<file path="config.mk">
export PLATFORM = sky130hd
export DESIGN_NAME = booth_seq_multiplier_flat
export DESIGN_NICKNAME = d
export VERILOG_FILES = /design/src/rtl/booth_seq_multiplier_if.sv /design/src/rtl/booth_seq_multiplier.sv /design/src/flat_wrapper.sv
export SDC_FILE = /design/constraint.sdc
export NUM_CORES = 1
export LEC_CHECK = 0
export ABC_AREA = 0
export BUFFER_PORTS_ARGS = -buffer_cell sky130_fd_sc_hd__buf_4
export CAP_MARGIN = 30
export CORE_MARGIN = 1.5
export CORE_UTILIZATION = 45
export CTS_BUF_LIST = sky130_fd_sc_hd__clkbuf_8
export DETAILED_ROUTE_END_ITERATION = 6
export PLACE_DENSITY = 0.68
export REMOVE_ABC_BUFFERS = 1
export SYNTH_ARGS = -nofsm -noshare
export SYNTH_HDL_FRONTEND = slang
export SYNTH_SLANG_ARGS = --single-unit
</file>
<file path="constraint.sdc">
create_clock -name clk -period 8.69 [get_ports clk]
set_clock_uncertainty 0.1 [all_clocks]
set_input_delay 1.3035 -clock clk [delete_from_list [all_inputs] [get_ports clk]]
set_output_delay 1.3035 -clock clk [all_outputs]
set_load 0.01 [all_outputs]
</file>
<file path="src/rtl/booth_seq_multiplier_if.sv">
// Request/response bundle for the sequential radix-4 Booth multiplier.
// The requester (master) drives start/x/y; the multiplier (slave) returns status, digit and product.
interface booth_seq_multiplier_if #(
    parameter int WIDTH = 8
);
    logic                   start;
    logic [WIDTH-1:0]       x;
    logic [WIDTH-1:0]       y;
    logic                   busy;
    logic                   done;
    logic [2*WIDTH-1:0]     product;
    logic [2:0]             digit;

    modport master (
        output start, x, y,
        input  busy, done, product, digit
    );

    modport slave (
        input  start, x, y,
        output busy, done, product, digit
    );
endinterface

</file>
<file path="src/rtl/booth_seq_multiplier.sv">
// Sequential signed radix-4 Booth multiplier: one overlapping multiplier triplet per cycle.
// Optional early exit on an all-zero/all-one remaining multiplier: define BOOTH_SKIP_ZERO_EN.
module booth_seq_multiplier #(
    parameter int WIDTH = 8
) (
    input  logic                  clk,
    input  logic                  rst_n,
    booth_seq_multiplier_if.slave bus
);
    localparam int PW    = 2 * WIDTH;
    localparam int ITERS = WIDTH / 2;
    localparam int CW    = $clog2(ITERS + 1);

    typedef enum logic [1:0] {IDLE, RUN, DONE} state_t;

    state_t          state_q, state_d;
    logic [PW-1:0]   mcand_q, mcand_d;
    logic [PW-1:0]   acc_q, acc_d;
    logic [PW-1:0]   product_q, product_d;
    logic [WIDTH:0]  scan_q, scan_d;
    logic [CW-1:0]   cnt_q, cnt_d;

    logic            neg, one, two;
    logic [PW-1:0]   mag, addend, acc_next;
    logic [WIDTH:0]  scan_shift;
    logic            last, accept;

    // Booth encoder on the low triplet of the scan register; multiplicand is pre-shifted by 4^i.
    always_comb begin
        neg        = scan_q[2];
        one        = scan_q[1] ^ scan_q[0];
        two        = (scan_q[2] & ~scan_q[1] & ~scan_q[0]) | (~scan_q[2] & scan_q[1] & scan_q[0]);
        mag        = one ? mcand_q : (two ? {mcand_q[PW-2:0], 1'b0} : '0);
        addend     = neg ? (~mag + PW'(1)) : mag;
        acc_next   = acc_q + addend;
        scan_shift = {{2{scan_q[WIDTH]}}, scan_q[WIDTH:2]};
`ifdef BOOTH_SKIP_ZERO_EN
        // Sign-filled remainder that is uniform encodes only zero digits from here on.
        last = (cnt_q == CW'(ITERS - 1)) || (&scan_shift) || ~(|scan_shift);
`else
        last = (cnt_q == CW'(ITERS - 1));
`endif
    end

    assign accept = (state_q != RUN) && bus.start;

    always_comb begin
        state_d   = state_q;
        mcand_d   = mcand_q;
        acc_d     = acc_q;
        product_d = product_q;
        scan_d    = scan_q;
        cnt_d     = cnt_q;
        case (state_q)
            IDLE: state_d = IDLE;
            RUN: begin
                acc_d   = acc_next;
                scan_d  = scan_shift;
                mcand_d = {mcand_q[PW-3:0], 2'b00};
                cnt_d   = cnt_q + CW'(1);
                if (last) begin
                    product_d = acc_next;
                    state_d   = DONE;
                end
            end
            DONE:    state_d = IDLE;
            default: state_d = IDLE;
        endcase
        if (accept) begin
            mcand_d = {{WIDTH{bus.x[WIDTH-1]}}, bus.x};
            scan_d  = {bus.y, 1'b0};
            acc_d   = '0;
            cnt_d   = '0;
            state_d = RUN;
        end
    end

    always_ff @(posedge clk or negedge rst_n) begin
        if (!rst_n) begin
            state_q   <= IDLE;
            mcand_q   <= '0;
            acc_q     <= '0;
            product_q <= '0;
            scan_q    <= '0;
            cnt_q     <= '0;
        end else begin
            state_q   <= state_d;
            mcand_q   <= mcand_d;
            acc_q     <= acc_d;
            product_q <= product_d;
            scan_q    <= scan_d;
            cnt_q     <= cnt_d;
        end
    end

    assign bus.busy    = (state_q == RUN);
    assign bus.done    = (state_q == DONE);
    assign bus.digit   = (state_q == RUN) ? {neg, two, one} : 3'b000;
    assign bus.product = product_q;
endmodule
</file>
<file path="src/flat_wrapper.sv">
// flat-port wrapper written by rule: the top's interface ports become plain ports
module booth_seq_multiplier_flat 
#(
    parameter int WIDTH = 8
)
  (clk, rst_n, bus_start, bus_x, bus_y, bus_busy, bus_done, bus_product, bus_digit);
  booth_seq_multiplier_if #(.WIDTH(WIDTH)) bus_i ();
  input  logic clk;
  input  logic rst_n;
  input wire logic [$bits(bus_i.start)-1:0] bus_start;
  input wire logic [$bits(bus_i.x)-1:0] bus_x;
  input wire logic [$bits(bus_i.y)-1:0] bus_y;
  output wire logic [$bits(bus_i.busy)-1:0] bus_busy;
  output wire logic [$bits(bus_i.done)-1:0] bus_done;
  output wire logic [$bits(bus_i.product)-1:0] bus_product;
  output wire logic [$bits(bus_i.digit)-1:0] bus_digit;
  assign bus_i.start = bus_start;
  assign bus_i.x = bus_x;
  assign bus_i.y = bus_y;
  assign bus_busy = bus_i.busy;
  assign bus_done = bus_i.done;
  assign bus_product = bus_i.product;
  assign bus_digit = bus_i.digit;
  booth_seq_multiplier #(.WIDTH(WIDTH)) u_core (.clk(clk), .rst_n(rst_n), .bus(bus_i));
endmodule
</file>
---- Word-level counts from Yosys, hierarchy flattened ----
Index checks and enable logic that the tools add are counted.
cells by class
  add/subtract/negate cells ............... 3
  eq/ne operators ......................... 5
  multiplexer cells ....................... 15
  bitwise operators ....................... 10
  reduce and logical (&&, ||, !) cells .... 3
operators with widths
  cell                   count
  $mux 16                7
  $add 16x1->16 const B  1
  $add 16x16->16         1
  $not 16->16            1
  $mux 3                 3
  $mux 9                 1
  $mux 8                 1
  $mux 2                 3
  $and 1x1->1            4
  $add 3x1->3 const B    1
  $eq 3x2->1 const B     1
  $ne 3x1->1 const B     1
  $not 1->1              3
  $eq 2x1->1 const B     1
  $eq 2x2->1 const B     1
  $ne 2x1->1 const B     1
  $reduce_and 2->1       1
  $reduce_bool 2->1      1
  $logic_and 1x1->1      1
  $or 1x1->1             1
  $xor 1x1->1            1
storage, ports and cells
  register bits ........................... 62
  input bits .............................. 19
  word-level logic and storage cells ...... 43

---- Depth between registers and ports, before layout ----
Gate-level depths: netlist of the first run.
  depth after elaboration ................. 12
  gate-level depth with buffers ........... 20

---- Worst setup path after synthesis of the first run ----
Ideal clock, no wire load.
  path type ............................... reg-to-reg
  start ................................... reg u_core.scan_q[0]
  end ..................................... reg u_core.product_q[15] (netlist: u_core.bus.product[15])
  setup time .............................. 0.130 ns
  data arrival time ....................... 3.697 ns
  required time ........................... 8.460 ns
  slack ................................... 4.762 ns
  cell stages (with the launch flop) ...... 20
  clock period less this slack ............ 3.928 ns
  path through ............................ dfrtp_1 buf_4 buf_2 buf_1 a221o_1 o21ai_0 ha_1 inv_1 a221oi_1 o21ai_0 mux2i_1 a221o_1 ha_1 a21oi_1 o21ai_0 and2_1 a31oi_1 o21ai_0 xnor2_1 o21ai_1
on the way
  cells in the longest elaborated chain, start to end .. 9
ends and longest elaborated chain
  item                    line                        RTL
  start, declared         booth_seq_multiplier.sv:20  logic [WIDTH:0] scan_q, scan_d;
  start signal, assigned  booth_seq_multiplier.sv:91  scan_q <= scan_d;
  $not 1->1               booth_seq_multiplier.sv:32  two = (scan_q[2] & ~scan_q[1] & ~scan_q[0]) | (~scan_q[2] & scan_q[1] & scan_q[0]);
  $and 1x1->1             booth_seq_multiplier.sv:32
  $or 1x1->1              booth_seq_multiplier.sv:32
  $mux 16                 booth_seq_multiplier.sv:33  mag = one ? mcand_q : (two ? {mcand_q[PW-2:0], 1'b0} : '0);
  $mux 16 *               booth_seq_multiplier.sv:33
  $not 16->16             booth_seq_multiplier.sv:34  addend = neg ? (~mag + PW'(1)) : mag;
  $add 16x1->16           booth_seq_multiplier.sv:34
  $mux 16 *               booth_seq_multiplier.sv:34
  $add 16x16->16 *        booth_seq_multiplier.sv:35  acc_next = acc_q + addend;
  end signal, assigned    booth_seq_multiplier.sv:90  product_q <= product_d;
  end, declared           booth_seq_multiplier.sv:19  logic [PW-1:0] product_q, product_d;
Every way passes the cells marked *; elsewhere a longest branch is shown, timed or not.
A chain may end at the register's enable or synchronous reset.

---- Final worst setup path of the first run ----
Ends and elaborated chain as after synthesis.

==> flow_metrics.tcl, run 1 <==
set metrics [dict create \
    status "finished, final reports clean" \
    hold_path_end "u_core.bus.product[11]" \
    grt_antenna_before_repair 0 \
    ys.flop_type "dfrtp_1" \
    routed_via_density 5.66 \
    drive_above_1_share 0.131 \
    async_reset_ff_frac 1.00 \
    first_pass_iters 5 \
    critPathTopFamily "compound AO/OA/AOI/OAI gates" \
    cts_root_buffer "clkbuf_8" \
    holdBufCountCts 0 \
    dp_hpwl_um 6760 \
    grt_pass1_wl_um 16800 \
    max_stage_delay_ns 0.92 \
    tightestPinTransition_ns 0.902 \
    wl_um 9680 \
    cp_max_fo 30 \
    slew_headroom 0.397 \
    mostFrequentLayoutCells "nand2_1, o21ai_0, dfrtp_1" \
    cts_num_sinks 62 \
    cpMaxStageDelayCell "dfrtp_1" \
    holdCritStartpoint "u_core.bus.product[11]" \
    synth.distinct_cells 58 \
    avgSynthCellArea_um2 8.45 \
    r2r_start "u_core.scan_q[0]" \
    grt_use_total 0.205 \
    row_count 35 \
    initial_core_util 0.464 \
    maxCapViolCount 0 \
    period_minus_slack_ns 4.86 \
    ys_ff_latch 62 \
    path_buf_inv 2 \
    cpMostUsedCell "o21ai_0" \
    ys_warn_count 0 \
    crit-reg2reg-capture "u_core.bus.product[15]" \
    clk_pin_slew_worst_paths_ns 0.07 \
    finalNetCount 563 \
    overflow 0 \
    wire_per_inst_um 14.8 \
    vias 3709 \
    final_common_cell "nand2_1" \
    worstSkewPairLatency_ns 0.33 \
    drt-initial-drc-count 222 \
    numCtsBuffers 9 \
    worstSetupStartpointType "flop" \
    required_ns 8.77 \
    fmaxAchievable_ghz 0.206 \
    reg2reg_depth 16 \
    cp.arrival_ns 4.94 \
    finalCritPeriodShare 0.559 \
    die-area_um2 10200 \
    cts_setup_buffers 0 \
    worstSetupEndpointType "flop" \
    pin_count 40 \
    fp.dieW_um 101 \
    numPortBuffers 39 \
    critPathKind "reg -> reg" \
    drc 0 \
    slew_viol_final 0 \
    synthToLayoutAreaGrowth_pct 10.8 \
    fp.coreArea_um2 9280 \
    die_h_um 101 \
    final_hold_viol_count 0 \
    ys_seq_area_frac 0.360 \
    cp_cell_sequence "inv_1 -> o21ai_0 -> ha_1 -> inv_1 -> a221oi_1 -> o21ai_0 -> mux2i_1 -> a221o_1 -> ha_1 -> a21oi_1 -> o211ai_1 -> and2_1 -> a31oi_1 -> o21ai_0 -> xnor2_1 -> o21ai_1" \
    grt_pass1_vias 3492 \
    finalSetupTns_ns 0 \
    tritoncts "yes" \
    ctsResizeCount 0 \
    r2r_setup_slack_ns 3.83 \
    netlist_area_um2 4310 \
    hold-path-cell-count 2 \
    finalSetupViolCount 0 \
    htree_num_levels 3 \
    gp_congestion 0.914 \
    grt_max_degree 63 \
    synthCells 510 \
    rsz0062_at_grt "false" \
    hold_class "reg -> reg" \
    synth_edf_count 0 \
    fillers 912 \
    cts_buffer_depth 2 \
    diodes 0 \
    antenna_left 0 \
]
==> layout make-up <==
cell class	count	area [um^2]	share of cell area
inverter	12	45.0	0.00943
tap	129	161	0.0338
clock buffer	11	151	0.0317
timing repair buffer	44	330	0.0692
multi-input combinational	393	2520	0.528
sequential	62	1550	0.325
clock inverter	4	16.3	0.00341
==> worst register-to-register path, cell delays in order, from the launching register on <==
cell      delay (ns)
dfrtp_1         0.92
inv_1           0.39
o21ai_0         0.32
ha_1            0.26
inv_1           0.07
a221oi_1        0.30
o21ai_0         0.23
mux2i_1         0.16
a221o_1         0.34
ha_1            0.29
a21oi_1         0.19
o211ai_1        0.13
and2_1          0.19
a31oi_1         0.32
o21ai_0         0.19
xnor2_1         0.23
o21ai_1         0.08
==> metal layers <==
layer / GRT usage / vias to the layer above / share of wire
li1: - / 1840 / -
met1: 0.284 / 1749 / 0.49
met2: 0.324 / 109 / 0.45
met3: 0.0395 / 11 / 0.048
met4: 0.0661 / 0 / 0.011
met5: 0 / - / 0
==> synth_stat cells (2+ instances only) <==
master	number	area, um^2
o21bai_1	2	15.0
nand3b_1	5	37.5
nor3_1	4	20.0
dfrtp_1	62	1550
nor2_1	20	75.1
buf_2	5	25.0
a32o_1	2	20.0
inv_2	2	7.51
inv_1	9	33.8
a22o_1	2	17.5
a31oi_1	3	18.8
a21oi_1	35	175
mux2_2	5	56.3
buf_1	5	18.8
mux2i_1	22	220
nor2b_1	7	43.8
a221oi_1	7	61.3
nand2b_1	3	18.8
clkbuf_1	29	109
and2_1	6	37.5
a21o_1	7	52.6
and3_1	2	12.5
or2_2	2	12.5
a32oi_1	2	17.5
o22ai_1	5	31.3
nand3_1	18	90.1
xor2_1	10	87.6
nand2_1	75	282
xnor2_1	14	123
o211ai_1	4	30.0
a22oi_1	4	30.0
buf_6	3	33.8
o21ai_1	4	20.0
o21ai_0	70	350
ha_1	21	263
a211oi_1	4	30.0
o21a_1	3	22.5
a221o_1	6	60.1
or2_1	2	12.5
==> logic make-up (layout without fill, tap and decap cells) <==
group	Yosys count	count (layout)	share of synthesized area
adder cells (fa/ha/maj)	22	22	0.0656
XOR/XNOR	24	24	0.0488
multiplexers	27	27	0.0641
AO/OA/AOI/OAI	173	173	0.252
AND/OR/NAND/NOR	147	147	0.154
buffers and inverters	55	71	0.0554
flip-flops	62	62	0.360
==> through the flow <==
| step | cells | utilization | cell area (um^2) | setup WS [ns] | hold WS (ns) |
|---|---|---|---|---|---|
| floorplan | 467 | - | 4120 | 4.41 | 0.349 |
| global placement | 640 | 0.496 | 4610 | 4.19 | 0.363 |
| detailed placement | 640 | 0.496 | 4610 | 3.93 | 0.372 |
| CTS | 655 | 0.514 | 4780 | 3.92 | 0.386 |
| global route | 655 | 0.514 | 4780 | 3.37 | 0.409 |
| finish | 655 | 0.514 | 4780 | 3.83 | 0.381 |
==> state kept, by name, summed over array words and instances, names as in the netlist <==
| name | flops |
|---|---|
| u_core.bus.product | 16 |
| u_core.scan_q | 9 |
| u_core.state_q | 2 |
| u_core.acc_q | 16 |
| u_core.cnt_q | 3 |
| u_core.mcand_q | 16 |
==> how the worst max path moves through the flow <==
stage / startpoint / endpoint / slack, ns / depth (start not counted)
after floorplan: u_core.scan_q[1] / u_core.acc_q[15] / 4.41 / 17
after global placement: u_core.scan_q[0] / u_core.bus.product[15] / 4.19 / 16
after detailed placement: u_core.scan_q[0] / u_core.bus.product[15] / 3.93 / 16
after CTS: u_core.scan_q[0] / u_core.bus.product[15] / 3.92 / 16
after global routing: u_core.scan_q[0] / u_core.bus.product[15] / 3.37 / 16
final: u_core.scan_q[0] / u_core.bus.product[15] / 3.83 / 16
Power of run 1 is left out: the tool's default activity adds up to more than one toggle a clock period on the data nets, which glitch-free logic cannot reach.
==> run 2: changes to the inputs <==
--- a/config.mk
+++ b/config.mk
@@ -12,7 +12,7 @@
 export CORE_UTILIZATION = 45
 export CTS_BUF_LIST = sky130_fd_sc_hd__clkbuf_8
 export DETAILED_ROUTE_END_ITERATION = 6
-export PLACE_DENSITY = 0.68
+export PLACE_DENSITY = 0.71
 export REMOVE_ABC_BUFFERS = 1
 export SYNTH_ARGS = -nofsm -noshare
 export SYNTH_HDL_FRONTEND = slang
==> constraint.sdc (replaced) <==
create_clock -name clk -period 3.9 [get_ports clk]
set_clock_uncertainty 0.1 [all_clocks]
set_input_delay 0.585 -clock clk [delete_from_list [all_inputs] [get_ports clk]]
set_output_delay 0.585 -clock clk [all_outputs]
set_load 0.01 [all_outputs]
==> flow_metrics.tcl, run 2 (synthesis results as in run 1) <==
set metrics [dict create \
    grt_pass1_vias 3651 \
    cp.arrival_ns 3.95 \
    final_common_cell "nand2_1" \
    overflow 0 \
    grt_use_total 0.213 \
    slew_headroom 0.402 \
    numCtsBuffers 9 \
    fp.coreArea_um2 9280 \
    mostFrequentLayoutCells "nand2_1, buf_4, o21ai_0" \
    grt_antenna_before_repair 0 \
    die-area_um2 10200 \
    fin_ws_ns 0.0405 \
    maxCapViolCount 0 \
    initial_core_util 0.464 \
    wl_um 10300 \
    finalNonFillerCells 675 \
    final_util 0.547 \
    die_h_um 101 \
    grt_pass1_wl_um 17200 \
    first_pass_iters 5 \
    worstSetupEndpointType "flop" \
    gp_congestion 0.892 \
    antenna_left 0 \
    numPortBuffers 39 \
    cts_root_buffer "clkbuf_8" \
    finalNetCount 584 \
    required_ns 4.00 \
    vias 3810 \
    fmaxAchievable_ghz 0.259 \
    drc 0 \
    synthToLayoutAreaGrowth_pct 17.9 \
    cp_max_fo 7 \
    slew_viol_final 0 \
    grt_max_degree 63 \
    worstSkewPairLatency_ns 0.35 \
    finalSetupViolCount 0 \
    status "finished, final reports clean" \
    cts_buffer_depth 2 \
    period_minus_slack_ns 3.86 \
    drt-initial-drc-count 218 \
    hold_class "in -> async" \
    tritoncts "yes" \
    dp_hpwl_um 7030 \
    cts_num_sinks 62 \
    critPathKind "reg -> reg" \
    placedCellCount 659 \
    holdWs_ns 0.221 \
    fp.dieW_um 101 \
    row_count 35 \
    finalCritPeriodShare 0.990 \
    wire_per_inst_um 15.3 \
    worstSetupStartpointType "flop" \
    clk_pin_slew_worst_paths_ns 0.07 \
    fillers 867 \
    diodes 0 \
    pin_count 40 \
    dpl_worst_slack_ns -0.104 \
    final_hold_viol_count 0 \
    tightestPinTransition_ns 0.895 \
    drive_above_1_share 0.214 \
    rsz0062_at_grt "true" \
    routed_via_density 5.64 \
    htree_num_levels 3 \
]
==> run 2: changes by cell type in the layout (fill, tap and decap cells not counted), moves of 5 or more <==
cell | previous run | this run
buf_4 | 44 | 63
ha_1 | 21 | 16
o21ai_0 | 70 | 61
o21ai_1 | 4 | 10
==> run 2: per-stage QoR <==
stage,cell area [um^2],setup TNS (ns)
5_1_grt,5080,-0.430
2_1_floorplan,4120,-4.20
6_report,5080,0
3_5_place_dp,4750,-0.487
4_1_cts,4920,0
3_3_place_gp,4750,0
==> run 2: worst max-delay path, stage by stage, from the launching register on <==
cell	delay (ns)
dfrtp_2	0.47
nor2b_4	0.15
buf_4	0.15
a221o_1	0.34
a221oi_4	0.33
o21ai_2	0.11
mux2i_1	0.13
a221o_1	0.35
ha_1	0.24
a211o_1	0.30
a211oi_2	0.24
buf_4	0.17
o211ai_1	0.08
a21oi_1	0.22
xor2_1	0.24
o21ai_1	0.09
==> run 2: layout make-up <==
type,count,area [um^2],share of cell area
Clock buffer,10,138,0.0271
Clock inverter,4,17.5,0.00345
Inverter,12,45.0,0.00887
Multi-Input combinational cell,393,2670,0.525
Sequential cell,62,1560,0.306
Tap cell,129,161,0.0318
Timing Repair Buffer,65,495,0.0975
==> run 2: what timing repair did <==
item	in CTS	in global routing
pin swaps	0	13
gates resized for setup	4	38
endpoints found under the setup margin	9	16
buffers inserted	0	2
hold buffers	0	0
==> run 2: worst paths after layout <==
| check | start | to | slack (ns) | cells after the start |
|---|---|---|---|---|
| worst max-delay path | u_core.scan_q[1] | u_core.bus.product[14] | 0.04 | 15 |
| worst min-delay path | rst_n | u_core.cnt_q[0] | 0.22 | 1 |
| worst max register to register | u_core.scan_q[1] | u_core.bus.product[14] | 0.04 | 15 |
| worst min register to register | u_core.scan_q[5] | u_core.scan_q[3] | 0.37 | 2 |
| max in group asynchronous | rst_n | u_core.scan_q[0] | 2.95 | 1 |
| min in group clk | bus_y[7] | u_core.scan_q[8] | 0.37 | 3 |
==> run 2: per-layer routing <==
layer | track usage | wire length [um] | up-vias
met1 | 0.275 | 4760 | 1797
met4 | 0.0943 | 312 | 0
met2 | 0.349 | 4830 | 104
met5 | 0 | 0 | -
li1 | - | - | 1885
met3 | 0.0374 | 399 | 24
Power of run 2 is left out for the same reason.
